## config.mk

```make
export PLATFORM = sky130hd
export DESIGN_NAME = countdown_timer
export DESIGN_NICKNAME = d
export VERILOG_FILES = /design/src/rtl/countdown_timer.sv
export SDC_FILE = /design/constraint.sdc
export NUM_CORES = 1
export LEC_CHECK = 0
export ABC_AREA = 1
export CORE_ASPECT_RATIO = 0.9
export CORE_MARGIN = 2
export CORE_UTILIZATION = 40
export DETAILED_ROUTE_END_ITERATION = 8
export PLACE_DENSITY = 0.69
export SLEW_MARGIN = 25
export SYNTH_ARGS = -nofsm -noshare
export SYNTH_HDL_FRONTEND = slang
export SYNTH_SLANG_ARGS = --single-unit
```

## constraint.sdc

```tcl
create_clock -name clock -period 1.4 [get_ports clock]
set_input_delay 0.28 -clock clock [delete_from_list [all_inputs] [get_ports clock]]
set_output_delay 0.28 -clock clock [all_outputs]
set_load 0.01 [all_outputs]
```

## src/rtl/countdown_timer.sv

```systemverilog
// countdown_timer: keypad-loaded BCD MM:SS countdown with a one-second
// prescaler, start/pause/cancel control and a one-cycle done pulse.
// Optional build macro TIMER_ADD30_EN: start adds 30 s (loads 0:30 from zero).
// Ports: clock, clearn (async active-low reset); digit/digit_valid shift in
//   a keypad digit; start/pause/cancel controls; sec_ones/sec_tens/mins BCD
//   display; zero (all digits 0); running (RUN state); done (expiry pulse).
module countdown_timer #(
    parameter int MIN_DIGITS = 1,
    parameter int TICK_DIV   = 1
) (
    input  logic                    clock,
    input  logic                    clearn,
    input  logic [3:0]              digit,
    input  logic                    digit_valid,
    input  logic                    start,
    input  logic                    pause,
    input  logic                    cancel,
    output logic [3:0]              sec_ones,
    output logic [3:0]              sec_tens,
    output logic [4*MIN_DIGITS-1:0] mins,
    output logic                    zero,
    output logic                    running,
    output logic                    done
);

    localparam int MW = 4 * MIN_DIGITS;
    localparam int PW = (TICK_DIV > 1) ? $clog2(TICK_DIV) : 1;
    localparam logic [PW-1:0] P_LAST = PW'(TICK_DIV - 1);

    typedef enum logic [1:0] {
        S_IDLE   = 2'd0,
        S_RUN    = 2'd1,
        S_PAUSED = 2'd2
    } state_t;

    state_t        r_state;
    state_t        w_next_state;

    logic [3:0]    r_sec_ones;
    logic [3:0]    r_sec_tens;
    logic [MW-1:0] r_mins;
    logic [PW-1:0] r_presc;
    logic          r_done;

    logic          w_zero;
    logic          w_tick;
    logic          w_clear;
    logic          w_shift;
    logic          w_dec;
    logic          w_expire;
    logic          w_presc_clr;
    logic          w_presc_run;

    logic [3:0]    w_dec_ones;
    logic [3:0]    w_dec_tens;
    logic [MW-1:0] w_dec_mins;
    logic          w_dec_zero;
    logic          w_borrow;
    logic [MW-1:0] w_shift_mins;

`ifdef TIMER_ADD30_EN
    logic          w_add;
    logic          w_load30;
    logic          w_carry;
    logic [3:0]    w_add_ones;
    logic [3:0]    w_add_tens;
    logic [MW-1:0] w_add_mins;
`endif

    assign w_zero = (r_sec_ones == 4'd0) && (r_sec_tens == 4'd0) && (r_mins == '0);
    assign w_tick = (r_state == S_RUN) && (r_presc == P_LAST);
    assign w_presc_run = (r_state == S_RUN) && !cancel && !pause;

    // Keypad shift: the top minute digit falls off the end of the chain.
    assign w_shift_mins = MW'({r_mins, r_sec_tens});

    // One-second BCD decrement; sec_tens reloads to 5, minutes wrap 0->9.
    always_comb begin
        w_dec_ones = r_sec_ones - 4'd1;
        w_dec_tens = r_sec_tens;
        w_dec_mins = r_mins;
        w_borrow   = 1'b0;
        if (r_sec_ones == 4'd0) begin
            w_dec_ones = 4'd9;
            if (r_sec_tens == 4'd0) begin
                w_dec_tens = 4'd5;
                w_borrow   = 1'b1;
            end else begin
                w_dec_tens = r_sec_tens - 4'd1;
            end
        end
        for (int i = 0; i < MIN_DIGITS; i++) begin
            if (w_borrow) begin
                if (r_mins[4*i +: 4] == 4'd0) begin
                    w_dec_mins[4*i +: 4] = 4'd9;
                end else begin
                    w_dec_mins[4*i +: 4] = r_mins[4*i +: 4] - 4'd1;
                    w_borrow = 1'b0;
                end
            end
        end
        w_dec_zero = (w_dec_ones == 4'd0) && (w_dec_tens == 4'd0) &&
                     (w_dec_mins == '0);
    end

`ifdef TIMER_ADD30_EN
    // +30 s: tens+3 wraps by 6 into the minute chain, saturating at max.
    always_comb begin
        w_carry    = (r_sec_tens >= 4'd3);
        w_add_ones = r_sec_ones;
        w_add_tens = w_carry ? (r_sec_tens - 4'd3) : (r_sec_tens + 4'd3);
        w_add_mins = r_mins;
        for (int i = 0; i < MIN_DIGITS; i++) begin
            if (w_carry) begin
                if (r_mins[4*i +: 4] >= 4'd9) begin
                    w_add_mins[4*i +: 4] = 4'd0;
                end else begin
                    w_add_mins[4*i +: 4] = r_mins[4*i +: 4] + 4'd1;
                    w_carry = 1'b0;
                end
            end
        end
        if (w_carry) begin
            w_add_mins = {MIN_DIGITS{4'h9}};
            w_add_tens = 4'd5;
            w_add_ones = 4'd9;
        end
    end
`endif

    always_ff @(posedge clock or negedge clearn) begin
        if (!clearn) begin
            r_state <= S_IDLE;
        end else begin
            r_state <= w_next_state;
        end
    end

    always_comb begin
        w_next_state = r_state;
        w_clear      = 1'b0;
        w_shift      = 1'b0;
        w_dec        = 1'b0;
        w_expire     = 1'b0;
        w_presc_clr  = 1'b0;
`ifdef TIMER_ADD30_EN
        w_add        = 1'b0;
        w_load30     = 1'b0;
`endif
        unique case (r_state)
            S_IDLE: begin
                if (cancel) begin
                    w_clear = 1'b1;
                end else if (!pause) begin
                    if (start) begin
                        if (!w_zero) begin
                            w_next_state = S_RUN;
                            w_presc_clr  = 1'b1;
                        end
`ifdef TIMER_ADD30_EN
                        else begin
                            w_next_state = S_RUN;
                            w_presc_clr  = 1'b1;
                            w_load30     = 1'b1;
                        end
`endif
                    end else if (digit_valid && (digit <= 4'd9)) begin
                        w_shift = 1'b1;
                    end
                end
            end
            S_RUN: begin
                if (cancel) begin
                    w_next_state = S_IDLE;
                    w_clear      = 1'b1;
                end else if (pause) begin
                    w_next_state = S_PAUSED;
                end
`ifdef TIMER_ADD30_EN
                else if (start) begin
                    w_add = 1'b1;
                end
`endif
                else if (w_tick) begin
                    w_dec = 1'b1;
                    if (w_dec_zero) begin
                        w_next_state = S_IDLE;
                        w_expire     = 1'b1;
                    end
                end
            end
            S_PAUSED: begin
                if (cancel) begin
                    w_next_state = S_IDLE;
                    w_clear      = 1'b1;
                end else if (start) begin
                    w_next_state = S_RUN;
                end
            end
            default: begin
                w_next_state = S_IDLE;
            end
        endcase
    end

    always_comb begin
        running  = (r_state == S_RUN);
        done     = r_done;
        zero     = w_zero;
        sec_ones = r_sec_ones;
        sec_tens = r_sec_tens;
        mins     = r_mins;
    end

    always_ff @(posedge clock or negedge clearn) begin
        if (!clearn) begin
            r_sec_ones <= 4'd0;
            r_sec_tens <= 4'd0;
            r_mins     <= '0;
            r_presc    <= '0;
            r_done     <= 1'b0;
        end else begin
            r_done <= w_expire;
            if (w_clear) begin
                r_sec_ones <= 4'd0;
                r_sec_tens <= 4'd0;
                r_mins     <= '0;
                r_presc    <= '0;
            end else begin
                if (w_presc_clr) begin
                    r_presc <= '0;
                end else if (w_presc_run) begin
                    r_presc <= (r_presc == P_LAST) ? '0 : r_presc + PW'(1);
                end
                if (w_shift) begin
                    r_sec_ones <= digit;
                    r_sec_tens <= r_sec_ones;
                    r_mins     <= w_shift_mins;
                end else if (w_dec) begin
                    r_sec_ones <= w_dec_ones;
                    r_sec_tens <= w_dec_tens;
                    r_mins     <= w_dec_mins;
                end
`ifdef TIMER_ADD30_EN
                else if (w_add) begin
                    r_sec_ones <= w_add_ones;
                    r_sec_tens <= w_add_tens;
                    r_mins     <= w_add_mins;
                end else if (w_load30) begin
                    r_sec_ones <= 4'd0;
                    r_sec_tens <= 4'd3;
                    r_mins     <= '0;
                end
`endif
            end
        end
    end

endmodule
```

---- After elaboration in Yosys (flattened, before gate mapping) ----
Cells that the tools add are included.
operators by class
  add/sub/neg operators ................... 4
  multiply operators ...................... 0
  divide/modulo/power cells ............... 0
  magnitude comparators ................... 1
  equal/unequal tests ..................... 9
  shift-type cells ........................ 0
  muxes and demuxes ....................... 52
  bitwise logic cells ..................... 1
  reductions and logical operators ........ 21
operators by type and width
  kind                                                                     number
  4-bit two-way mux                                                        14
  1-bit two-way mux                                                        27
  4-bit zero test                                                          6
  2-bit two-way mux                                                        10
  4-bit by 1-bit subtractor with 4-bit output, second input constant       3
  1-bit logical AND                                                        8
  2-bit inequality test, second input constant                             4
  4-bit by 3-bit inequality test with 1-bit output, second input constant  2
  7-bit AND reduction                                                      1
  2-bit case mux with 3 select lines                                       1
  3-bit nonzero test                                                       2
  4-bit less-or-equal comparator, second input constant                    1
  3-bit inequality test, second input constant                             1
  3-bit OR reduction                                                       1
  2-bit by 1-bit equality test with 1-bit output, second input constant    1
  2-bit equality test, second input constant                               1
  1-bit zero test                                                          2
  2-bit zero test                                                          1
  1-bit adder, second input constant                                       1
  1-bit inverter                                                           1
storage, ports and cells
  register bits after elaboration ......... 16
  bits in latches ......................... 0
  memory bits (writable) .................. 0
  ROM bits ................................ 0
  input bits .............................. 10
  word-level logic and storage cells ...... 94
  memories kept ........................... 0

---- Logic depth before layout (Yosys ltp) ----
Gate-level depths: netlist (run 1).
  depth in word-level cells ............... 11
  depth in mapped cells ................... 10
  depth with buffers taken out ............ 10

---- Least setup slack after synthesis (run 1) ----
No wires, ideal clock.
  path kind ............................... register to register
  start ................................... reg r_sec_ones[1] (netlist: sec_ones[1])
  end ..................................... reg r_state[0]
  arrival time ............................ 1335 ps
  required time ........................... 1272 ps
  path slack .............................. -62 ps
  cell stages (with the launch flop) ...... 9
  path buffers ............................ 0
  clock period less this slack ............ 1462 ps
  cells stage by stage .................... dfrtp_1 > nor2_4 > nand2_4 > nor2_8 > nand3_2 > nor2_2 > nor2_1 > o22ai_1 > a21oi_2
on the way
  elaborated cells on any way between the ends .. 16
  those cells by class .................... add/sub: 1; eq/ne: 2; mux: 4; reduce/logical: 9
RTL lines
  element                                 line  source
  from (decl)                             39    logic [3:0] r_sec_ones;
  from (signal assigned)                  236   r_sec_ones <= digit;
  from (signal assigned)                  240   r_sec_ones <= w_dec_ones;
  4-bit zero test                         70    assign w_zero = (r_sec_ones == 4'd0) && (r_sec_tens == 4'd0) && (r_mins == '0);
  1-bit logical AND (2 in series)         70
  via zero                                21    output logic zero,
  2-bit inequality test (no source line)  --
  7-bit AND reduction (no source line)    --
  to (signal assigned)                    135   r_state <= w_next_state;
  to (decl)                               36    state_t r_state;
The timed path passes the listed nets, and every way through them passes these cells.
A chain may end at the register's enable or synchronous reset.

---- Final worst setup path (run 1) ----
  start ................................... reg r_sec_ones[0] (netlist: sec_ones[0])
  end ..................................... out zero
on the way
  word-level cells in the longest chain between the ends .. 3
RTL lines
  element                          line
  4-bit zero test                  70
  1-bit logical AND (2 in series)  70
  to (decl)                        21
No other way between the ends.

==> qor.yml, run 1 <==
status:
  outcome: "complete, but fails checks"
  failed_checks: "setup timing"
drt:
  avgViaCountPerCell: 5.38
  via_count: 1324
  drc: 0
  routedWlPerCell_um: 14.7
  wirelength_mm: 3.63
  postRouteAntennaNets: 0
  drtIter0Drc: 39
  drt_pass1_iterations: 4
synth:
  synth.most_common_cell: "nand2_1"
  synthesis.instances: 144
  ys_seq_area_frac: 0.342
  ys_types: 28
  yosys.area.top_type: "dfrtp_1"
  synthFlopType: "dfrtp_1"
  yosys-top-cells-area: "dfrtp_1 (34%), nand2_1 (7.9%), nor2_1 (6.8%)"
  syn_area_um2: 1100
  synth-warning-count: 0
  synth_edf_count: 0
  synth_nets: 154
  ys_ff_latch: 15
  synth_top_cell_area_share: 0.342
  netlist_top_cells_count: "nand2_1 (23), nor2_1 (20), dfrtp_1 (15), inv_1 (15)"
  synth_area_per_cell_um2: 7.62
  async_flop_share: 1.00
critical_path:
  start_kind: "register"
  required_ns: 1.12
  cp_slowest_cell: "dfrtp_2"
  cp_slowest_stage_delay_ns: 0.44
  crit_fanout: 3
  cp.arrival_ns: 1.36
  crit_top_cell: "nor2_4"
  crit_type: "reg2out"
  cp-end-kind: "primary output"
  crit_path_cell_trace: "nor2_4 -> nand2_4 -> nor2_8 -> nand3_4 -> nor2_4 -> buf_6"
finish:
  layout.cells.non_filler: 246
  final_nets: 227
  areaGrowthSynthToFinish_pct: 66.8
  fill_cells: 215
  antenna_cells: 0
  final_util: 0.683
  drive_gt1_frac: 0.500
placement:
  io_buffers: 24
  place.gp.congestion: 0.872
  dp_hpwl_mm: 2.39
  place_inst: 233
timing:
  holdWs_ns: 0.288
  finalSetupViolations: 15
  tightest_slew_ns: 0.277
  finalHoldViolCount: 0
  slew_viol_final: 0
  rsz0062_at_grt: "yes"
  setup_tns_ns: -1.77
  fin_crit_sh: 1.17
  finClkSkew_ns: 0.0146
  fmax_mhz: 610
  setup_ws_ns: -0.239
  finalCriticalPeriod_ns: 1.64
  max-slew-margin-rel: 0.814
hold_path:
  hp-class: "in2async"
cts:
  hold_buffers: 0
  clk_pin_slew_worst_paths_ns: 0.11
  cts_sinks: 15
  cts_tree: "done"
  cts_buffer_depth: 2
  insertion_delay_ns: 0.30
  htreeDepth: 1
  cts_inserted_buffers: 3
  clockRootBuffer: "clkbuf_4"
global_routing:
  grt_max_degree: 16
  first_global_vias: 1305
  grt_first_pass_wirelength_mm: 5.71
  gr-total-overflow: 0
  antenna_found_initial: 0
  grt_usage: 0.245
floorplanning:
  fp.dieW_um: 59.2
  core_area_um2: 2680
  die_area_um2: 3180
  die_y_um: 53.7
  num_rows: 18
  io-pin-count: 25
  start_util: 0.409
job:
  cap_violations: 0
power:
  peakVddDrop_uv: 787
  p_per_area_nw_per_um2: 1600
  power.leakage_nw: 0.859
metal layers:
| metal | global-route usage | routed length, µm |
|---|---|---|
| met5 | 0 | 0 |
| met4 | 0.106 | 106 |
| met3 | 0.0409 | 178 |
| met2 | 0.456 | 1940 |
| met1 | 0.275 | 1410 |
logic make-up (layout without fill, tap and decap cells):
kind of cell / count (synthesis) / count (layout) / synth area share
buffers and inverters: 24 / 96 / 0.103
AO/OA/AOI/OAI: 41 / 41 / 0.239
flip-flops: 15 / 15 / 0.342
AND/OR/NAND/NOR: 64 / 64 / 0.316
final timing paths:
kind	slack (ns)	depth (start not counted)	to	startpoint
setup / recovery	-0.24	6	zero	sec_ones[0]
hold / removal	0.29	2	sec_ones[1]	clearn
setup reg to reg	-0.18	11	r_state[0]	sec_ones[1]
hold reg to reg	0.60	2	r_state[1]	r_state[0]
max in group asynchronous	0.89	2	sec_tens[0]	clearn
min in group clock	0.57	3	r_state[1]	pause
stage by stage:
stage,worst slack (ns),cell area (µm²),total power [mW]
6_report,-0.239,1830,2.93
4_1_cts,-0.248,1810,2.80
5_1_grt,-0.300,1830,3.11
2_1_floorplan,-0.0122,1110,1.58
3_5_place_dp,-0.396,1640,2.37
3_3_place_gp,-0.360,1640,2.31
power by group:
| group | leakage [nW] | switching (mW) | total, mW | internal, mW |
|---|---|---|---|---|
| combinational | 0.640 | 1.08 | 2.08 | 1.01 |
| sequential | 0.203 | 0.0670 | 0.573 | 0.506 |
| clock | 0.0150 | 0.157 | 0.268 | 0.111 |
| total | 0.859 | 1.30 | 2.93 | 1.62 |
what timing repair did:
action	in CTS	in global routing
gates cloned	1	0
buffers inserted	8	1
pin swaps	7	5
endpoints found under the setup margin	29	26
gates resized for setup	48	26
endpoints found under the hold margin	0	0
sequential cells by signal, summed over array words and instances, names as in the netlist:
register,flops
mins,4
sec_ones,4
sec_tens,4
r_state,2
done,1
critical path: cells and delay by family (launching register included):
family                 cells  cell delay [ns]
AND/OR/NAND/NOR            5             0.52
buffers and inverters      1             0.11
flip-flops                 1             0.44
final cells by class:
type                            instances  area, µm²  share of cell area
Clock buffer                            4       26.3              0.0144
Inverter                               21       81.3              0.0444
Multi-Input combinational cell        105        728               0.398
Sequential cell                        15        378               0.206
Tap cell                               30       37.5              0.0205
Timing Repair Buffer                   71        579               0.316
cells in the final DEF (no fill, tap or decap), drive strengths merged, types with 3 or more instances in the layout:
cell type      netlist  layout
a21oi                6       6
nand2               27      27
nor3                 3       3
o21ai               21      21
nor2                27      27
nand3                5       5
dfrtp               15      15
o211ai               4       4
clkbuf               0      13
dlygate4sd2          0       3
clkdlybuf4s50        0       9
buf                  3      49
o22ai                8       8
inv                 21      21
Power figures use the tool's default switching activity.
==> run 2: changes to the inputs <==
--- a/config.mk
+++ b/config.mk
@@ -7,7 +7,7 @@
 export LEC_CHECK = 0
 export ABC_AREA = 1
 export CORE_ASPECT_RATIO = 0.9
-export CORE_MARGIN = 2
+export CORE_MARGIN = 3
 export CORE_UTILIZATION = 40
 export DETAILED_ROUTE_END_ITERATION = 8
 export PLACE_DENSITY = 0.69
==> run 2 against run 1 <==
Against the previous run: the flow still finishes with violations (setup timing); sequential power hardly changed; critical path depth stayed put; clock skew is 0.012 ns lower; sequential cell count stayed put; final cell count is 4.9% higher; maximum frequency is 2.8% lower; first-iteration DRC count is 26% higher; utilization is 13 points higher; non-clock buffer count is 13 higher.
==> qor.yml, run 2 (synthesized netlist as in run 1, its figures left out) <==
placement:
  dp_hpwl_mm: 2.52  # +5.5%
  io_buffers: 24  # unchanged
  place.gp.congestion: 0.839  # -3.8%
  placed_cell_area_um2: 1680  # +2.6%
cts:
  cts_buffer_depth: 2  # unchanged
  clockRootBuffer: "clkbuf_4"
  insertion_delay_ns: 0.29  # about the same
  cts_sinks: 15  # unchanged
  htreeDepth: 1  # unchanged
  cts_tree: "done"
  cts_inserted_buffers: 3  # unchanged
  clk_pin_slew_worst_paths_ns: 0.11  # about the same
  hold_buffers: 0  # unchanged
drt:
  wirelength_mm: 4.48  # +24%
  postRouteAntennaNets: 0  # unchanged
  drtIter0Drc: 49  # +26%
  drt_pass1_iterations: 4  # unchanged
  via_count: 1429  # +7.9%
  drc: 0  # unchanged
  avgViaCountPerCell: 5.54  # +2.9%
  routedWlPerCell_um: 17.4  # +18%
finish:
  final_cell_mix: "buf_4 (51), nand2_1 (19), inv_1 (13), dfrtp_1 (13), buf_6 (10)"
  final_nets: 241  # +6.2%
  antenna_cells: 0  # unchanged
  mostFrequentLayoutCell: "buf_4"
  fin_area_um2: 2050  # +12%
  areaGrowthSynthToFinish_pct: 86.9
  drive_gt1_frac: 0.591  # +0.0913
  final_util: 0.810  # +0.127
timing:
  setup_ws_ns: -0.287  # -0.0479 ns
  finalSetupViolations: 16  # +1
  fin_crit_sh: 1.20  # +0.0342
  finalCriticalPeriod_ns: 1.69  # +0.0479 ns
  tightest_slew_ns: 0.334  # +0.0571 ns
  rsz0062_at_grt: "yes"
  max-slew-margin-rel: 0.774  # -0.0403
  slew_viol_final: 0  # unchanged
  holdWs_ns: 0.298  # +0.00958 ns
  finClkSkew_ns: 0.00304  # -0.0116 ns
  setup_tns_ns: -2.89  # -1.12 ns
  fmax_mhz: 593  # -2.8%
  finalHoldViolCount: 0  # unchanged
global_routing:
  gr-total-overflow: 0  # unchanged
  antenna_found_initial: 0  # unchanged
  first_global_vias: 1445  # +11%
  grt_usage: 0.256  # +0.0112
  grt_max_degree: 16  # unchanged
  grt_first_pass_wirelength_mm: 6.64  # +16%
power:
  p_comb_frac: 0.761  # +0.048
  peakVddDrop_uv: 754  # -4.2%
  p_per_area_nw_per_um2: 1730  # +8.4%
  power.switching_mw: 1.57  # +20%
  p_seq_frac: 0.161  # -0.035
  power_mw: 3.55  # +21%
  power.leakage_nw: 0.952  # +11%
  p_clk_frac: 0.078  # -0.014
  internal_power_mw: 1.99  # +22%
  switching_share: 0.441  # -0.00454
floorplanning:
  start_util: 0.434  # +0.0241
  core_area_um2: 2530  # -5.6%
  fp.dieW_um: 61.2  # +3.4%
  num_rows: 17  # -1
  die_y_um: 55.7  # +3.7%
  io-pin-count: 25  # unchanged
  die_area_um2: 3410  # +7.2%
critical_path:
  cp-end-kind: "primary output"
  crit_path_cell_trace: "nor2_4 -> nand2_4 -> nor2_8 -> nand3_4 -> nor2_4 -> buf_6"
  r2r-start: "sec_ones[0]"
  r2r_cells: 12  # +1
  required_ns: 1.12  # about the same
  cp_slowest_cell: "dfrtp_2"
  crit_top_cell: "nor2_4"
  start_kind: "register"
  r2r_slack_ns: -0.28  # -0.10 ns
  crit_buf_inv: 1  # unchanged
  crit_family: "simple AND/OR/NAND/NOR gates"
  crit_type: "reg2out"
  cp_slowest_stage_delay_ns: 0.44  # about the same
  crit_fanout: 3  # unchanged
  r2r-end: "r_state[0]"
  cp.arrival_ns: 1.41  # +0.05 ns
status:
  outcome: "complete, but fails checks"
  failed_checks: "setup timing"
job:
  cap_violations: 0  # unchanged
hold_path:
  hp-class: "in2async"
==> run 2: cell types whose count changed in the layout (fill, tap and decap cells not counted), moves of 4 or more <==
cell,before,now
nor2_1,15,8
buf_4,40,51
clkbuf_2,9,5
buf_6,6,10
nor2_2,5,9
==> run 2: how the worst max path moves through the flow <==
stage / startpoint / end / slack [ns] / cells after the start
2_1_floorplan: sec_ones[0] / r_state[0] / -0.01 / 8
3_3_place_gp: sec_tens[0] / zero / -0.36 / 6
3_5_place_dp: cancel / sec_ones[1] / -0.39 / 7
4_1_cts: sec_tens[2] / zero / -0.25 / 6
5_1_grt: sec_tens[0] / zero / -0.37 / 6
6_report: sec_ones[0] / zero / -0.29 / 6
==> run 2: final cells by class <==
cell class / instances / area (µm²)
clock buffers: 4 / 26.3
flip-flops and latches: 15 / 378
well taps: 28 / 35.0
inverters: 21 / 91.3
repair buffers: 84 / 707
multi-input cells: 105 / 806
repair inverters: 1 / 7.51
fillers: 155 / 480
==> run 2: metrics by stage <==
stage	cells	setup slack, ns
after global placement	237	-0.360
after global routing	258	-0.370
after detailed placement	237	-0.385
after CTS	250	-0.251
after floorplan	144	-0.0122
final	258	-0.287
==> run 2: routing by layer <==
metal  track usage  up-vias  part of all wire  routed length (µm)
met4        0.0867        0             0.019                  83
li1              -      659                 -                   -
met3        0.0510       12             0.056                 252
met1         0.298      688              0.39                1770
met5             0        -                 0                   0
met2         0.450       70              0.53                2380
==> run 2: repair_timing <==
| item | 4_1_cts | 5_1_grt |
|---|---|---|
| hold endpoints to repair | 0 | 0 |
| cloned | 2 | 0 |
| resized for setup | 69 | 44 |
| pin swaps | 13 | 20 |
| buffers inserted | 8 | 9 |
| endpoints found under the setup margin | 29 | 25 |
==> run 2: power groups by stage <==
stage | Sequential, mW | Clock (mW) | Combinational [mW]
final | 0.572 | 0.276 | 2.71
after global routing | 0.578 | 0.296 | 2.86
after CTS | 0.565 | 0.269 | 2.13
after detailed placement | 0.576 | 0 | 1.88
after global placement | 0.571 | 0 | 1.83
after floorplan | 0.629 | 0 | 0.947
